===== config.mk =====
export PLATFORM = sky130hd
export DESIGN_NAME = clock_control_logic_muxn
export DESIGN_NICKNAME = d
export VERILOG_FILES = /design/src/rtl/clock_control_logic_muxn.sv
export SDC_FILE = /design/constraint.sdc
export NUM_CORES = 1
export LEC_CHECK = 0
export ABC_AREA = 1
export BUFFER_PORTS_ARGS = -buffer_cell sky130_fd_sc_hd__buf_2
export CAP_MARGIN = 5
export CORE_MARGIN = 2
export CORE_UTILIZATION = 40
export DETAILED_ROUTE_END_ITERATION = 6
export PLACE_DENSITY_LB_ADDON = 0.2
export SLEW_MARGIN = 30
export SYNTH_ARGS = -nofsm -noshare
export SYNTH_HDL_FRONTEND = slang
export SYNTH_SLANG_ARGS = --single-unit

===== constraint.sdc =====
create_clock -name clock -period 2.8 [get_ports clock]
set_clock_uncertainty 0.1 [all_clocks]
set_input_delay 0.42 -clock clock [delete_from_list [all_inputs] [get_ports clock]]
set_output_delay 0.42 -clock clock [all_outputs]
set_load 0.01 [all_outputs]

===== src/rtl/clock_control_logic_muxn.sv =====
// Clock-mux control sequencer.
// Selects one of NUM_PARENTS parent clocks and requests it. Drives the per-input
// enable of a glitch-free mux hard macro with break-before-make. Reports child
// clock status as a Moore decode of the registered state and current index.
// Ports:
//   clock, reset                 : sole clock, synchronous active-high reset
//   sel / sel_valid / sel_ready  : parent selection handshake
//   parent_*                     : per-parent clock request and status
//   child_*                      : downstream request and status
//   async_enable / _ack          : mux macro enables and their asynchronous acks
//   err_bad_sel / err_timeout    : rejected-select pulse, sticky wait timeout
module clock_control_logic_muxn #(
  parameter int unsigned NUM_PARENTS    = 4,
  parameter int unsigned DEFAULT_SEL    = 0,
  parameter int unsigned SYNC_STAGES    = 2,
  parameter int unsigned TIMEOUT_CYCLES = 1024,
  localparam int unsigned SEL_W = (NUM_PARENTS > 2) ? $clog2(NUM_PARENTS) : 1
) (
  input  logic                   clock,
  input  logic                   reset,
  input  logic [SEL_W-1:0]       sel,
  input  logic                   sel_valid,
  output logic                   sel_ready,
  output logic [NUM_PARENTS-1:0] parent_request,
  input  logic [NUM_PARENTS-1:0] parent_ready,
  input  logic [NUM_PARENTS-1:0] parent_silent,
  input  logic [NUM_PARENTS-1:0] parent_starting,
  input  logic [NUM_PARENTS-1:0] parent_stopping,
  input  logic                   child_request,
  output logic                   child_ready,
  output logic                   child_silent,
  output logic                   child_starting,
  output logic                   child_stopping,
  output logic [NUM_PARENTS-1:0] async_enable,
  input  logic [NUM_PARENTS-1:0] async_enable_ack,
  output logic                   err_bad_sel,
  output logic                   err_timeout
);

  localparam int unsigned CNT_W = (TIMEOUT_CYCLES > 1) ? $clog2(TIMEOUT_CYCLES + 1) : 1;
  localparam logic [CNT_W-1:0] CNT_MAX = CNT_W'(TIMEOUT_CYCLES);

  typedef enum logic [2:0] {
    S_SILENT,
    S_START_REQ,
    S_START_EN,
    S_READY,
    S_STOP_DIS,
    S_STOP_REL
  } state_t;

  state_t                 state, state_next;
  logic [SEL_W-1:0]       cur_sel, cur_sel_next;
  logic [SEL_W-1:0]       pending_sel, pending_sel_next;
  logic                   switch_pending, switch_pending_next;
  logic [CNT_W-1:0]       wait_cnt, wait_cnt_next;
  logic                   err_timeout_next, err_bad_sel_next;
  logic                   waiting;
  logic                   sel_in_range;
  logic                   sel_switch;
  logic [NUM_PARENTS-1:0] cur_onehot;
  logic [NUM_PARENTS-1:0] ack_sync [SYNC_STAGES];
  logic [NUM_PARENTS-1:0] ack_synced;

  // Parent start/stop progress is informational only.
  logic status_unused;
  assign status_unused = ^{parent_starting, parent_stopping};

  assign cur_onehot   = NUM_PARENTS'(1) << cur_sel;
  assign sel_in_range = (32'(sel) < NUM_PARENTS);
  assign sel_switch   = sel_valid && sel_in_range && (sel != cur_sel);
  assign ack_synced   = ack_sync[SYNC_STAGES-1];

  // Ack synchronizers: the macro acks are asynchronous to clock.
  always_ff @(posedge clock) begin
    if (reset) begin
      for (int i = 0; i < int'(SYNC_STAGES); i++) ack_sync[i] <= '0;
    end else begin
      ack_sync[0] <= async_enable_ack;
      for (int i = 1; i < int'(SYNC_STAGES); i++) ack_sync[i] <= ack_sync[i-1];
    end
  end

  // State and control registers.
  always_ff @(posedge clock) begin
    if (reset) begin
      state          <= S_SILENT;
      cur_sel        <= SEL_W'(DEFAULT_SEL);
      pending_sel    <= '0;
      switch_pending <= 1'b0;
      wait_cnt       <= '0;
      err_timeout    <= 1'b0;
      err_bad_sel    <= 1'b0;
    end else begin
      state          <= state_next;
      cur_sel        <= cur_sel_next;
      pending_sel    <= pending_sel_next;
      switch_pending <= switch_pending_next;
      wait_cnt       <= wait_cnt_next;
      err_timeout    <= err_timeout_next;
      err_bad_sel    <= err_bad_sel_next;
    end
  end

  // Next state, selection bookkeeping and Moore output decode.
  always_comb begin
    state_next          = state;
    cur_sel_next        = cur_sel;
    pending_sel_next    = pending_sel;
    switch_pending_next = switch_pending;
    err_bad_sel_next    = 1'b0;
    waiting             = 1'b0;
    sel_ready           = 1'b0;
    parent_request      = '0;
    async_enable        = '0;
    child_ready         = 1'b0;
    child_silent        = 1'b0;
    child_starting      = 1'b0;
    child_stopping      = 1'b0;

    case (state)
      S_SILENT: begin
        child_silent = 1'b1;
        sel_ready    = 1'b1;
        if (sel_valid) begin
          if (sel_in_range) cur_sel_next = sel;
          else              err_bad_sel_next = 1'b1;
        end
        if (child_request) state_next = S_START_REQ;
      end
      S_START_REQ: begin
        waiting        = 1'b1;
        parent_request = cur_onehot;
        child_starting = 1'b1;
        if (!child_request)             state_next = S_STOP_REL;
        else if (parent_ready[cur_sel]) state_next = S_START_EN;
      end
      S_START_EN: begin
        waiting        = 1'b1;
        parent_request = cur_onehot;
        async_enable   = cur_onehot;
        child_starting = 1'b1;
        if (!child_request)           state_next = S_STOP_DIS;
        else if (ack_synced[cur_sel]) state_next = S_READY;
      end
      S_READY: begin
        sel_ready      = 1'b1;
        child_ready    = 1'b1;
        parent_request = cur_onehot;
        async_enable   = cur_onehot;
        // Re-selecting the current parent is a no-op; a new one starts a switch.
        if (sel_valid && !sel_in_range) err_bad_sel_next = 1'b1;
        if (sel_switch) begin
          pending_sel_next    = sel;
          switch_pending_next = 1'b1;
        end
        if (!child_request || sel_switch) state_next = S_STOP_DIS;
      end
      S_STOP_DIS: begin
        waiting        = 1'b1;
        parent_request = cur_onehot;
        child_stopping = 1'b1;
        // The old input must be seen disabled before any other input is enabled.
        if (!ack_synced[cur_sel]) state_next = S_STOP_REL;
      end
      S_STOP_REL: begin
        waiting        = 1'b1;
        child_stopping = 1'b1;
        if (parent_silent[cur_sel]) begin
          if (switch_pending) begin
            cur_sel_next        = pending_sel;
            switch_pending_next = 1'b0;
          end
          state_next = (switch_pending && child_request) ? S_START_REQ : S_SILENT;
        end
      end
      default: state_next = S_SILENT;
    endcase

    // Wait counter restarts on every state change and saturates at the limit.
    if (state_next != state)                    wait_cnt_next = '0;
    else if (waiting && (wait_cnt != CNT_MAX))  wait_cnt_next = wait_cnt + CNT_W'(1);
    else                                        wait_cnt_next = wait_cnt;

    err_timeout_next = err_timeout | (waiting && (wait_cnt_next == CNT_MAX));
  end

endmodule

# Word level (Yosys, flattened, before mapping)

Memories as Yosys holds them, arrays and structs flattened.
Index checks and enable logic that the tools add are counted.

Flip-flop bits (word level): 20
Input port bits: 26
Word-level logic and storage cells: 82
Memories: 1
RAM bits: 8
ROM bits: 0
Output and inout port bits: 15
Bits in latches: 0

Div/mod/pow operators: 0
Equality and inequality tests: 13
Magnitude comparators: 1
Shift operators: 1
Add/subtract/negate cells: 1
Reduce and logical (&&, ||, !) cells: 18
Bitwise operators: 3
Multiply operators: 0
Muxes and demuxes: 38

Memory list:

| memory   | words | width | read ports | clocked after memory_dff | write ports | line | text |
|---|---|---|---|---|---|---|---|
| ack_sync | 2     | 4     | 2          | 0                        | 2           | 62   | `logic [NUM_PARENTS-1:0] ack_sync [SYNC_STAGES];` |

Operators by type and width:

| cell                                                        | count |
|---|---|
| 2-to-1 mux 3 bit                                            | 8 |
| 2-to-1 mux 11 bit                                           | 2 |
| one-hot mux 3 bit (6 select lines)                          | 1 |
| 2-to-1 mux 4 bit                                            | 4 |
| 2-to-1 mux 1 bit                                            | 15 |
| adder 11 x 1 -> 11 bit (second input constant)              | 1 |
| equality test 11 bit (second input constant)                | 1 |
| != test 11 bit (second input constant)                      | 1 |
| != test 2 bit (second input constant)                       | 4 |
| OR reduction 2 bit                                          | 4 |
| OR reduction 4 bit                                          | 2 |
| binary-select mux 1 bit (select 2 bit)                      | 3 |
| equality test 3 x 2 -> 1 bit (second input constant)        | 2 |
| equality test 3 bit (second input constant)                 | 2 |
| 2-to-1 mux 2 bit                                            | 3 |
| logical AND 1 bit                                           | 4 |
| one-hot mux 2 bit (2 select lines)                          | 1 |
| AND reduction 4 bit                                         | 1 |
| nonzero test 2 bit                                          | 2 |
| << shifter 1 x 2 -> 4 bit (first input constant)            | 1 |
| equality test 3 x 1 -> 1 bit (second input constant)        | 1 |
| zero test 3 bit                                             | 1 |
| less-than comparator 2 x 3 -> 1 bit (second input constant) | 1 |
| != test 3 bit                                               | 1 |
| 7 further kinds                                             | 9 |

# Logic depth before layout (Yosys ltp)

Gate-level depths: netlist of run 1.
An unclocked memory read counts as a cell.

Depth in word-level cells: 11
Mapped depth: 17
Depth with buffers taken out: 17

# Least setup slack after synthesis of run 1

No wires, ideal clock.

Kind: flip-flop to flip-flop
Start point: reg wait_cnt[0]
End point: reg err_timeout
Cell stages (with the launch flop): 13
Path buffers: 1
Slack: 1.006 ns
Period minus slack after synthesis: 1.794 ns
Arrival: 1.624 ns
Cells stage by stage: dfxtp_1 -> inv_1 -> ha_1 -> nand4_1 -> nor2_1 -> nor2_4 -> buf_6 -> o21ai_1 -> o211ai_1 -> nand2_1 -> nor2_1 -> nand2_1 -> a21oi_1

Word-level cells in the longest chain between the ends: 7

Ends and longest elaborated chain:

| what                                                                           | line | text |
|---|---|---|
| start: declaration                                                             | 56   | `logic [CNT_W-1:0] wait_cnt, wait_cnt_next;` |
| start signal: assignment                                                       | 99   | `wait_cnt <= wait_cnt_next;` |
| parallel branches: the longest is 2 deep, another holds adder 11 x 1 -> 11 bit | --   |  |
| 2-to-1 mux 11 bit (*)                                                          | 182  | `else if (waiting && (wait_cnt != CNT_MAX)) wait_cnt_next = wait_cnt + CNT_W'(1);` |
| 2-to-1 mux 11 bit (*)                                                          | 181  | `if (state_next != state) wait_cnt_next = '0;` |
| equality test 11 bit (*)                                                       | 185  | `err_timeout_next = err_timeout \| (waiting && (wait_cnt_next == CNT_MAX));` |
| logical AND 1 bit (*)                                                          | 185  |  |
| bitwise OR 1 bit (*)                                                           | 185  |  |
| end signal: assignment                                                         | 100  | `err_timeout <= err_timeout_next;` |
| end: declaration                                                               | 37   | `output logic err_timeout` |

Every way passes the cells marked *.
A chain may end at the register's enable or synchronous reset.

# Worst setup path in the final report of run 1

Same ends and word-level chain as after synthesis.

==> reports/results.ini, run 1 <==
[logic_synthesis]
ys_ff_latch = 28
seq_area_frac_synth_pct = 30.8
syn_nets = 335
synth_top_area_cell = dfxtp_1
synth_area_leaders = dfxtp_1 31%, nand2_1 22%, nor2_1 9.7%
netlist_area_um2 = 1820
syn_area_per_cell_um2 = 5.92
yosys_warnings = 0
post_synth_num_cell_types = 27
netlist.area_leader.share_pct = 30.8
syn_inst = 307

[die]
die_h_um = 71.4
die_x_um = 71.4
core_um2 = 4350
pin_count = 41
start_util_pct = 41.8
row_count = 24
die-area_um2 = 5100

[clock_tree]
h-tree-depth = 1
numCtsBuffers = 3
clkLatencyLatePin_ns = 0.27
cts_tree = yes
cts_resized = 0
cts.sinks = 28
hold_buffers = 0
cts_buffer_depth = 2
cts_setup_buffers = 0
cts-root-buf = clkbuf_8
clk_pin_slew_ns = 0.09

[route]
firstDrtPassIters = 4
wl_um = 4000
viasPerCell = 4.76
route.vias.total = 1853
wl_per_cell_um = 10.3
route.detailed.drc = 0
drt_iter0_drc = 112
antenna_left = 0

[sta]
finalSetupViolations = 0
hold_viol_final = 0
fin_crit_ns = 2.20
finalCritPeriodShare_pct = 78.7
fin_setup_tns_ns = 0
rsz0062_at_grt = false
fmax_mhz = 454
slew_violations = 0

[layout]
antenna_cells = 0
final_core_util_pct = 47.8
syn_to_final_growth_pct = 14.5
final_nets = 366
drive_gt1_share_pct = 16.9
fin_area_um2 = 2080

[setup_path]
critical_path_arrival_ns = 2.32
slowest_delay_ns = 0.47
path_cells = inv_1 -> ha_1 -> nand4_1 -> nor2_1 -> nor2_4 -> nand2_1 -> nand2_1 -> inv_2 -> o211ai_1 -> nand2_1 -> nor2_1 -> nand2_1 -> a21oi_1
startpoint_type = flop
cp_num_buf_inv = 2
cp_max_fo = 19
critical_path.top_delay_family = simple AND/OR/NAND/NOR gates
worst_path_max_delay_cell = dfxtp_1
crit_type = reg2reg
crit_top_cell = nand2_1
endpoint_kind = flop
worst_ep_required_time_ns = 2.91

[pwr]
powerDensity_nw_per_um2 = 576
total_power_uw = 1200
ir_worst_vdd_mv = 0.231
p_leak_uw = 0.00103

[global_route]
track_usage_pct = 16.9
grt_remaining_overflow = 0
grt_max_degree = 24
grt_antenna_before_repair = 0
grt_first_pass_wirelength_um = 7200
grt_pass1_vias = 1739

[placement]
io_buffers = 31
dp_hpwl_um = 3100
placed_cell_area_um2 = 2010
place_congestion = 0.879

[run_status]
status = completed

[run]
drv_cap = 0

[worst_hold_path]
min_path_type = in2reg

## worst paths after layout
path | startpoint | end | slack, ns | cells after the start
max | wait_cnt[0] | err_timeout | 0.60 | 13
min | async_enable_ack[1] | ack_sync[0][1] | 0.24 | 3
max reg2reg | wait_cnt[0] | err_timeout | 0.60 | 13
min reg2reg | ack_sync[0][3] | ack_sync[0][7] | 0.30 | 2
## tightest hold or removal path, cell delays in order
cell and delay (ns):
buf_2 0.09, inv_1 0.04, nor2_1 0.03
## logic make-up (layout without fill, tap and decap cells)
group,count (synthesis),count (layout),share of synthesized area (%)
other,1,1,0.206
AND/OR/NAND/NOR,189,189,44.4
AO/OA/AOI/OAI,28,28,8.60
adder cells (fa/ha/maj),2,2,1.38
XOR/XNOR,6,6,2.89
buffers and inverters,53,83,11.7
flip-flops,28,28,30.8
## layer usage
| layer | up-vias | global-route usage, % | part of all wire, % |
|---|---|---|---|
| li1 | 1007 | - | - |
| met1 | 796 | 22.1 | 49 |
| met2 | 46 | 29.4 | 46 |
| met3 | 4 | 2.11 | 4.9 |
| met4 | 0 | 4.61 | 0.78 |
| met5 | - | 0 | 0 |
## metrics by stage
stage,cells,setup slack [ns],hold slack (ns)
floorplan,307,1.01,0.288
global placement,385,0.656,0.291
detailed placement,385,0.642,0.293
CTS,389,0.601,0.228
global route,389,0.265,0.236
finish,389,0.595,0.237
## power breakdown
| part | leakage [uW] | internal, uW | total, uW | switching [uW] |
|---|---|---|---|---|
| clock network | 0.0000357 | 191 | 318 | 127 |
| registers | 0.000228 | 424 | 456 | 32.4 |
| logic | 0.000769 | 137 | 424 | 287 |
## sequential cells by signal, summed over array words and instances, names as in the netlist
register / count
state: 3
cur_sel: 2
err_timeout: 1
wait_cnt: 11
pending_sel: 2
switch_pending: 1
ack_sync: 8
## final cells by class
class,instances,area (um2)
fillers,464,2270
multi-input cells,226,1040
flip-flops and latches,28,561
inverters,47,176
repair buffers,32,163
well taps,52,65.1
clock buffers,3,41.3
clock inverters,1,30.0
## layout by cell type, fill, tap and decap left out, types with 2 or more instances in the layout
| cell | synthesis | routed |
|---|---|---|
| ha_1 | 2 | 2 |
| o211ai_1 | 4 | 4 |
| nand3_1 | 14 | 14 |
| inv_1 | 35 | 35 |
| buf_2 | 2 | 31 |
| nor2_1 | 47 | 47 |
| nand3_2 | 4 | 4 |
| nand2_1 | 105 | 105 |
| clkbuf_8 | 0 | 3 |
| o21ai_0 | 12 | 12 |
| dfxtp_1 | 28 | 28 |
| nor3_1 | 6 | 6 |
| xor2_1 | 5 | 5 |
| a21oi_1 | 6 | 6 |
| nand4_1 | 6 | 6 |
| a31oi_1 | 2 | 2 |
| nor2_4 | 3 | 3 |
| o21ai_1 | 3 | 3 |
| nand2_2 | 2 | 2 |
| inv_2 | 12 | 12 |
## Yosys cell counts
| master | instances |
|---|---|
| clkbuf_1 | 2 |
| nor3_1 | 6 |
| dfxtp_1 | 28 |
| nand3_1 | 14 |
| nor2_1 | 47 |
| buf_6 | 1 |
| or2_1 | 1 |
| o21ai_0 | 12 |
| o211ai_1 | 4 |
| nand4_1 | 6 |
| inv_1 | 35 |
| and2_1 | 1 |
| ha_1 | 2 |
| a31oi_1 | 2 |
| nand3_2 | 4 |
| o21ai_1 | 3 |
| buf_4 | 1 |
| nand2_1 | 105 |
| xor2_1 | 5 |
| nor2_4 | 3 |
| xnor2_1 | 1 |
| o2bb2ai_1 | 1 |
| buf_2 | 2 |
| nand2_2 | 2 |
| conb_1 | 1 |
| inv_2 | 12 |
| a21oi_1 | 6 |
Note: power is estimated with default switching activity, not from simulation.
==> inputs of run 2 (changes only) <==
==> constraint.sdc (replaced) <==
create_clock -name clock -period 2.1 [get_ports clock]
set_clock_uncertainty 0.1 [all_clocks]
set_input_delay 0.315 -clock clock [delete_from_list [all_inputs] [get_ports clock]]
set_output_delay 0.315 -clock clock [all_outputs]
set_load 0.01 [all_outputs]
==> run 2 against run 1 <==
  * Cell area rose by 11%
  * Final cell count rose by 4.6%
  * Sequential cell count did not move
  * Routed wire length rose by 14%
  * Clock power rose by 37%
  * Critical path depth rose by 1
  * Global-route usage rose by 0.23 points
  * Worst setup slack got worse by 0.56 ns
  * Via count rose by 5.1%
  * Critical path type unchanged
  * Critical endpoint unchanged
  * Highest routed layer unchanged
==> reports/results.ini, run 2 (synthesis results as in run 1) <==
[run_status]
status = completed

[clock_tree]
cts.sinks = 28  ; unchanged
clk_pin_slew_ns = 0.10  ; about the same
clkLatencyLatePin_ns = 0.28  ; about the same
cts_buffer_depth = 2  ; unchanged
cts_tree = yes
cts-root-buf = clkbuf_8
h-tree-depth = 1  ; unchanged
numCtsBuffers = 3  ; unchanged

[setup_path]
r2r_start = state[1]
worst_path_max_delay_cell = dfxtp_2
cp-startpoint = state[1]
startpoint_type = flop
endpoint_kind = flop
critical_path_arrival_ns = 2.19  ; -0.13 ns
crit_top_cell = nand2_1
path_cells = inv_2 -> nand2_2 -> nor2_1 -> nand3_1 -> nand2_1 -> nor2_2 -> nand2_2 -> nand2_4 -> buf_4 -> o211ai_1 -> nand2_1 -> nor2_1 -> nand2_1 -> a21oi_2
worst_ep_required_time_ns = 2.23  ; -0.68 ns
r2r_slack_ns = 0.04  ; -0.56 ns
crit_type = reg2reg
slowest_delay_ns = 0.37  ; -0.10 ns
cp_max_fo = 6  ; -13

[layout]
top_regs = wait_cnt: 11 flops, ack_sync: 8 flops, state: 3 flops
regMostFlops = wait_cnt
final_common_cell = nand2_1
regArea_um2 = 572  ; +2.0%
antenna_cells = 0  ; unchanged
largest_reg_flops = 11  ; unchanged
drive_gt1_share_pct = 27.9  ; +11 points
final_nets = 384  ; +4.9%
final_cell_mix = 96 x nand2_1, 43 x nor2_1, 33 x inv_1
final_cells = 407  ; +4.6%
multi_input_area_um2 = 1130  ; +8.3%
n_fill_cell = 457  ; -1.5%
syn_to_final_growth_pct = 27.6

[die]
die-area_um2 = 5100  ; unchanged
row_count = 24  ; unchanged
die_x_um = 71.4  ; unchanged
pin_count = 41  ; unchanged
core_um2 = 4350  ; unchanged
start_util_pct = 41.8  ; unchanged
die_h_um = 71.4  ; unchanged

[sta]
rsz0062_at_grt = true
fmax_mhz = 485  ; +6.9%
finalCritPeriodShare_pct = 98.2  ; +19 points
finalSetupViolations = 0  ; unchanged
fin_crit_ns = 2.06  ; -0.142 ns
slew_violations = 0  ; unchanged
hold_viol_final = 0  ; unchanged

[route]
wl_per_cell_um = 11.2  ; +8.8%
wl_um = 4550  ; +14%
route.detailed.drc = 0  ; unchanged
firstDrtPassIters = 4  ; unchanged
drt_iter0_drc = 84  ; -25%
viasPerCell = 4.79  ; +0.48%
route.vias.total = 1948  ; +5.1%
antenna_left = 0  ; unchanged

[global_route]
track_usage_pct = 17.2  ; +0.23 points
grt_antenna_before_repair = 0  ; unchanged
grt_pass1_vias = 1700  ; -2.2%
grt_remaining_overflow = 0  ; unchanged
grt_first_pass_wirelength_um = 7180  ; -0.19%
grt_max_degree = 20  ; -17%

[placement]
placed_cells = 393  ; +2.1%
dp_hpwl_um = 3210  ; +3.3%
io_buffers = 31  ; unchanged
place_congestion = 0.842  ; -4.1%

[worst_hold_path]
min_path_type = in2reg
hold_path.startpoint = async_enable_ack[1]

[pwr]
total_power_uw = 1820  ; +52%
p_leak_uw = 0.00113  ; +9.8%
ir_worst_vdd_mv = 0.325  ; +41%
powerDensity_nw_per_um2 = 785  ; +36%

[run]
drv_cap = 0  ; unchanged

==> run 2: power by group <==
group	switching, uW	leakage [uW]	internal, uW	total [uW]
clock network	179	0.0000357	256	435
registers	33.0	0.000231	569	602
logic	478	0.000867	307	785
total	690	0.00113	1130	1820
==> run 2: path summary, 6_finish.rpt <==
path / endpoint / depth (start not counted)
worst max-delay path: err_timeout / 14
worst min-delay path: ack_sync[0][1] / 3
worst max register to register: err_timeout / 14
worst min register to register: ack_sync[0][7] / 2
==> run 2: area by class of cell <==
| cell class | instances | area share (%) |
|---|---|---|
| Sequential cell | 28 | 24.6 |
| Clock buffer | 3 | 1.78 |
| Clock inverter | 1 | 1.29 |
| Inverter | 47 | 7.71 |
| Tap cell | 52 | 2.80 |
| Multi-Input combinational cell | 227 | 48.8 |
| Timing Repair Buffer | 49 | 13.0 |
==> run 2: per-stage QoR <==
| stage | setup slack (ns) | instance area, um2 | setup TNS (ns) | hold WS [ns] | utilization (%) |
|---|---|---|---|---|---|
| 3_5_place_dp | 0.0630 | 2070 | 0 | 0.295 | 47.5 |
| 3_3_place_gp | 0.0622 | 2070 | 0 | 0.293 | 47.5 |
| 2_1_floorplan | 0.306 | 1820 | 0 | 0.288 | - |
| 6_report | 0.0373 | 2320 | 0 | 0.126 | 53.3 |
| 5_1_grt | -0.0967 | 2320 | -0.0967 | 0.127 | 53.3 |
| 4_1_cts | 0.0210 | 2140 | 0 | 0.122 | 49.2 |
==> run 2: layer usage <==
layer	global-route usage, %	wire length (um)	vias up
li1	-	-	1043
met1	23.4	2170	845
met2	28.6	2060	50
met3	1.97	226	10
met4	5.03	87	0
met5	0	0	-
==> run 2: critical path, delay by kind of cell, from the launching register on <==
kind / cells / cell delay, ns
buf+inv: 2 / 0.24
compound gates: 2 / 0.20
simple gates: 10 / 1.08
flops: 1 / 0.37
==> run 2: timing repair <==
item                       4_1_cts  5_1_grt
gates resized for setup          0       36
setup buffers                    0        9
hold buffers                     0        0
setup endpoints to repair        0        8
==> inputs of run 3 (changes only) <==
--- a/config.mk
+++ b/config.mk
@@ -5,9 +5,9 @@
 export SDC_FILE = /design/constraint.sdc
 export NUM_CORES = 1
 export LEC_CHECK = 0
-export ABC_AREA = 1
 export BUFFER_PORTS_ARGS = -buffer_cell sky130_fd_sc_hd__buf_2
 export CAP_MARGIN = 5
+export CORE_ASPECT_RATIO = 1.75
 export CORE_MARGIN = 2
 export CORE_UTILIZATION = 40
 export DETAILED_ROUTE_END_ITERATION = 6
==> run 3 against run 2 <==
  * First-iteration DRC count decreased by 45%
  * Via count decreased by 22%
  * Hold slack improved by 0.017 ns
  * Synthesized cell count decreased by 33%
  * Synthesized area decreased by 10%
  * Critical endpoint is now parent_request[1]
  * Utilization decreased by 2.5 points
  * Final cell count decreased by 28%
  * Combinational power decreased by 50%
  * Sequential cell count unchanged
  * Worst setup slack improved by 0.091 ns
  * Sequential power decreased by 3%
  * Fmax increased by 4.6%
==> reports/results.ini, run 3 <==
[run_status]
status = completed

[route]
wl_um = 3770  ; -17%
wl_per_cell_um = 12.9  ; +16%
drt_iter0_drc = 46  ; -45%
firstDrtPassIters = 4  ; unchanged
route.detailed.drc = 0  ; unchanged
viasPerCell = 5.18  ; +8.2%
antenna_left = 0  ; unchanged
route.vias.total = 1512  ; -22%

[sta]
finalSetupViolations = 0  ; unchanged
slew_violations = 0  ; unchanged
fin_setup_tns_ns = 0  ; unchanged
finalCritPeriodShare_pct = 93.9  ; -4.4 points
rsz0062_at_grt = false
hold_viol_final = 0  ; unchanged
fmax_mhz = 507  ; +4.6%
fin_crit_ns = 1.97  ; -0.0914 ns

[die]
die-area_um2 = 4640  ; -9.1%
row_count = 30  ; +25%
core_um2 = 3900  ; -10%
die_x_um = 52.3  ; -27%
start_util_pct = 41.9  ; +0.14 points
die_h_um = 88.6  ; +24%
pin_count = 41  ; unchanged

[pwr]
ir_worst_vdd_mv = 0.374  ; +15%
powerDensity_nw_per_um2 = 707  ; -10%
p_leak_uw = 0.000810  ; -29%

[clock_tree]
hold_buffers = 0  ; unchanged
cts_buffer_depth = 2  ; unchanged
clk_pin_slew_ns = 0.09  ; about the same
h-tree-depth = 1  ; unchanged
cts_tree = yes
clkLatencyLatePin_ns = 0.27  ; about the same
numCtsBuffers = 3  ; unchanged
cts-root-buf = clkbuf_8
cts.sinks = 28  ; unchanged

[logic_synthesis]
ys_ff_latch = 28  ; unchanged
yosys_warnings = 0  ; unchanged
post_synth_num_cell_types = 46  ; +70%
synth_enable_flop_cells = 0  ; unchanged
synth_area_leaders = dfxtp_1 34%, nor2_1 6.4%, xnor2_1 5.9%
synth_ff_type = dfxtp_1
syn_nets = 234  ; -30%
async_flop_share_pct = 0  ; unchanged
netlist_area_um2 = 1640  ; -10%
synth_common_cells = 28 x dfxtp_1, 28 x nor2_1, 25 x nand2_1
syn_area_per_cell_um2 = 7.94  ; +34%
netlist.area_leader.share_pct = 34.3  ; +3.4 points
seq_area_frac_synth_pct = 34.3  ; +3.4 points
synth_top_area_cell = dfxtp_1
syn_inst = 206  ; -33%

[setup_path]
cp_num_buf_inv = 1  ; -1
worst_ep_required_time_ns = 1.68  ; -0.55 ns
critical_path.top_delay_family = simple AND/OR/NAND/NOR gates
cp_max_fo = 8  ; +2
slowest_delay_ns = 0.54  ; +0.17 ns
startpoint_type = flop
r2r_slack_ns = 0.13  ; +0.09 ns
worst_path_max_delay_cell = or3_1
endpoint_kind = output pin
crit_type = reg2out
ff2ff_path_depth = 7  ; -7
critical_path_arrival_ns = 1.56  ; -0.63 ns
path_cells = or3_1 -> nand2_1 -> nor2_1 -> buf_2
cp.depth = 4  ; -10

[global_route]
grt_first_pass_wirelength_um = 6380  ; -11%
track_usage_pct = 18.4  ; +1.3 points
grt_remaining_overflow = 0  ; unchanged
grt_pass1_vias = 1465  ; -14%
grt_antenna_before_repair = 0  ; unchanged
grt_max_degree = 17  ; -15%

[worst_hold_path]
min_path_type = in2reg
hold_depth = 2  ; -1

[layout]
final_common_cell = buf_2
fin_area_um2 = 1980  ; -15%
top_regs = wait_cnt: 11 flops, ack_sync: 8 flops, state: 3 flops
syn_to_final_growth_pct = 21.1
final_cell_mix = 31 x buf_2, 28 x nor2_1, 27 x dfxtp_1
drive_gt1_share_pct = 24.2  ; -3.7 points
final_nets = 273  ; -29%
largest_reg_flops = 11  ; unchanged
antenna_cells = 0  ; unchanged
regMostFlops = wait_cnt

[run]
drv_cap = 0  ; unchanged

[placement]
place_congestion = 0.877  ; +4.0%
placed_cell_area_um2 = 1900  ; -8.2%
dp_hpwl_um = 3050  ; -4.9%
io_buffers = 31  ; unchanged

run 3: cell types whose count changed after synthesis, sizes merged, moves of 9 or more:
| cell | before | now |
|---|---|---|
| xnor2 | 1 | 11 |
| nor2b | 0 | 11 |
| o21ai | 15 | 6 |
| nor2 | 50 | 28 |
| inv | 47 | 11 |
| nand3 | 18 | 9 |
| nand2 | 107 | 25 |
run 3: kinds of logic after synthesis:
family,synth area share (%)
DFF,34.3
muxes,5.59
AOI/OAI and AO/OA,13.5
and+or+nand+nor,29.5
adders and majority gates,1.53
buffers and inverters,6.81
other,0.229
xor gates and xnor gates,8.57
run 3: final timing paths:
path	end	startpoint
max	parent_request[1]	state[2]
min	ack_sync[0][0]	async_enable_ack[0]
max reg2reg	err_timeout	state[2]
min reg2reg	ack_sync[0][6]	ack_sync[0][2]
run 3: routing by layer:
layer / share of wire (%) / wire [um] / vias to the layer above / global-route usage [%]
met5: 0 / 0 / - / 0
met4: 0.85 / 32 / 0 / 6.06
met3: 3.5 / 132 / 2 / 2.53
met2: 58 / 2190 / 24 / 36.1
met1: 38 / 1420 / 710 / 19.1
li1: - / - / 776 / -
run 3: repair_timing:
action	in CTS	in global routing
setup buffers	0	0
endpoints found under the setup margin	0	10
resized for setup	0	3
run 3: where the power goes:
group / switching, uW / total, uW / internal (uW)
registers: 27.7 / 584 / 557
logic: 213 / 394 / 181
clock network: 167 / 423 / 255
run 3: area by class of cell:
cell class | instances | area, um2
inverter | 11 | 41.3
fill | 407 | 1920
multi-input combinational | 154 | 971
clock inverter | 1 | 30.0
timing repair buffer | 47 | 275
tap | 48 | 60.1
sequential | 28 | 562
clock buffer | 3 | 41.3
run 3: worst reg2reg max path: stages, from the launching register on:
cell and delay [ns]:
dfxtp_1 0.37, or3_1 0.54, nand3_2 0.15, buf_4 0.15, o2111ai_1 0.11, o31ai_1 0.10
nand4_1 0.16, o32ai_2 0.21
run 3: stage by stage:
step | instances | hold WS [ns] | setup WS [ns] | total power (uW) | utilization, %
6_report | 292 | 0.143 | 0.129 | 1400 | 50.7
5_1_grt | 292 | 0.162 | 0.00964 | 1480 | 50.7
4_1_cts | 292 | 0.137 | 0.0480 | 1410 | 50.5
3_5_place_dp | 288 | 0.327 | 0.0587 | 985 | 48.7
3_3_place_gp | 288 | 0.317 | 0.0609 | 988 | 48.7
2_1_floorplan | 206 | 0.287 | 0.223 | 856 | -
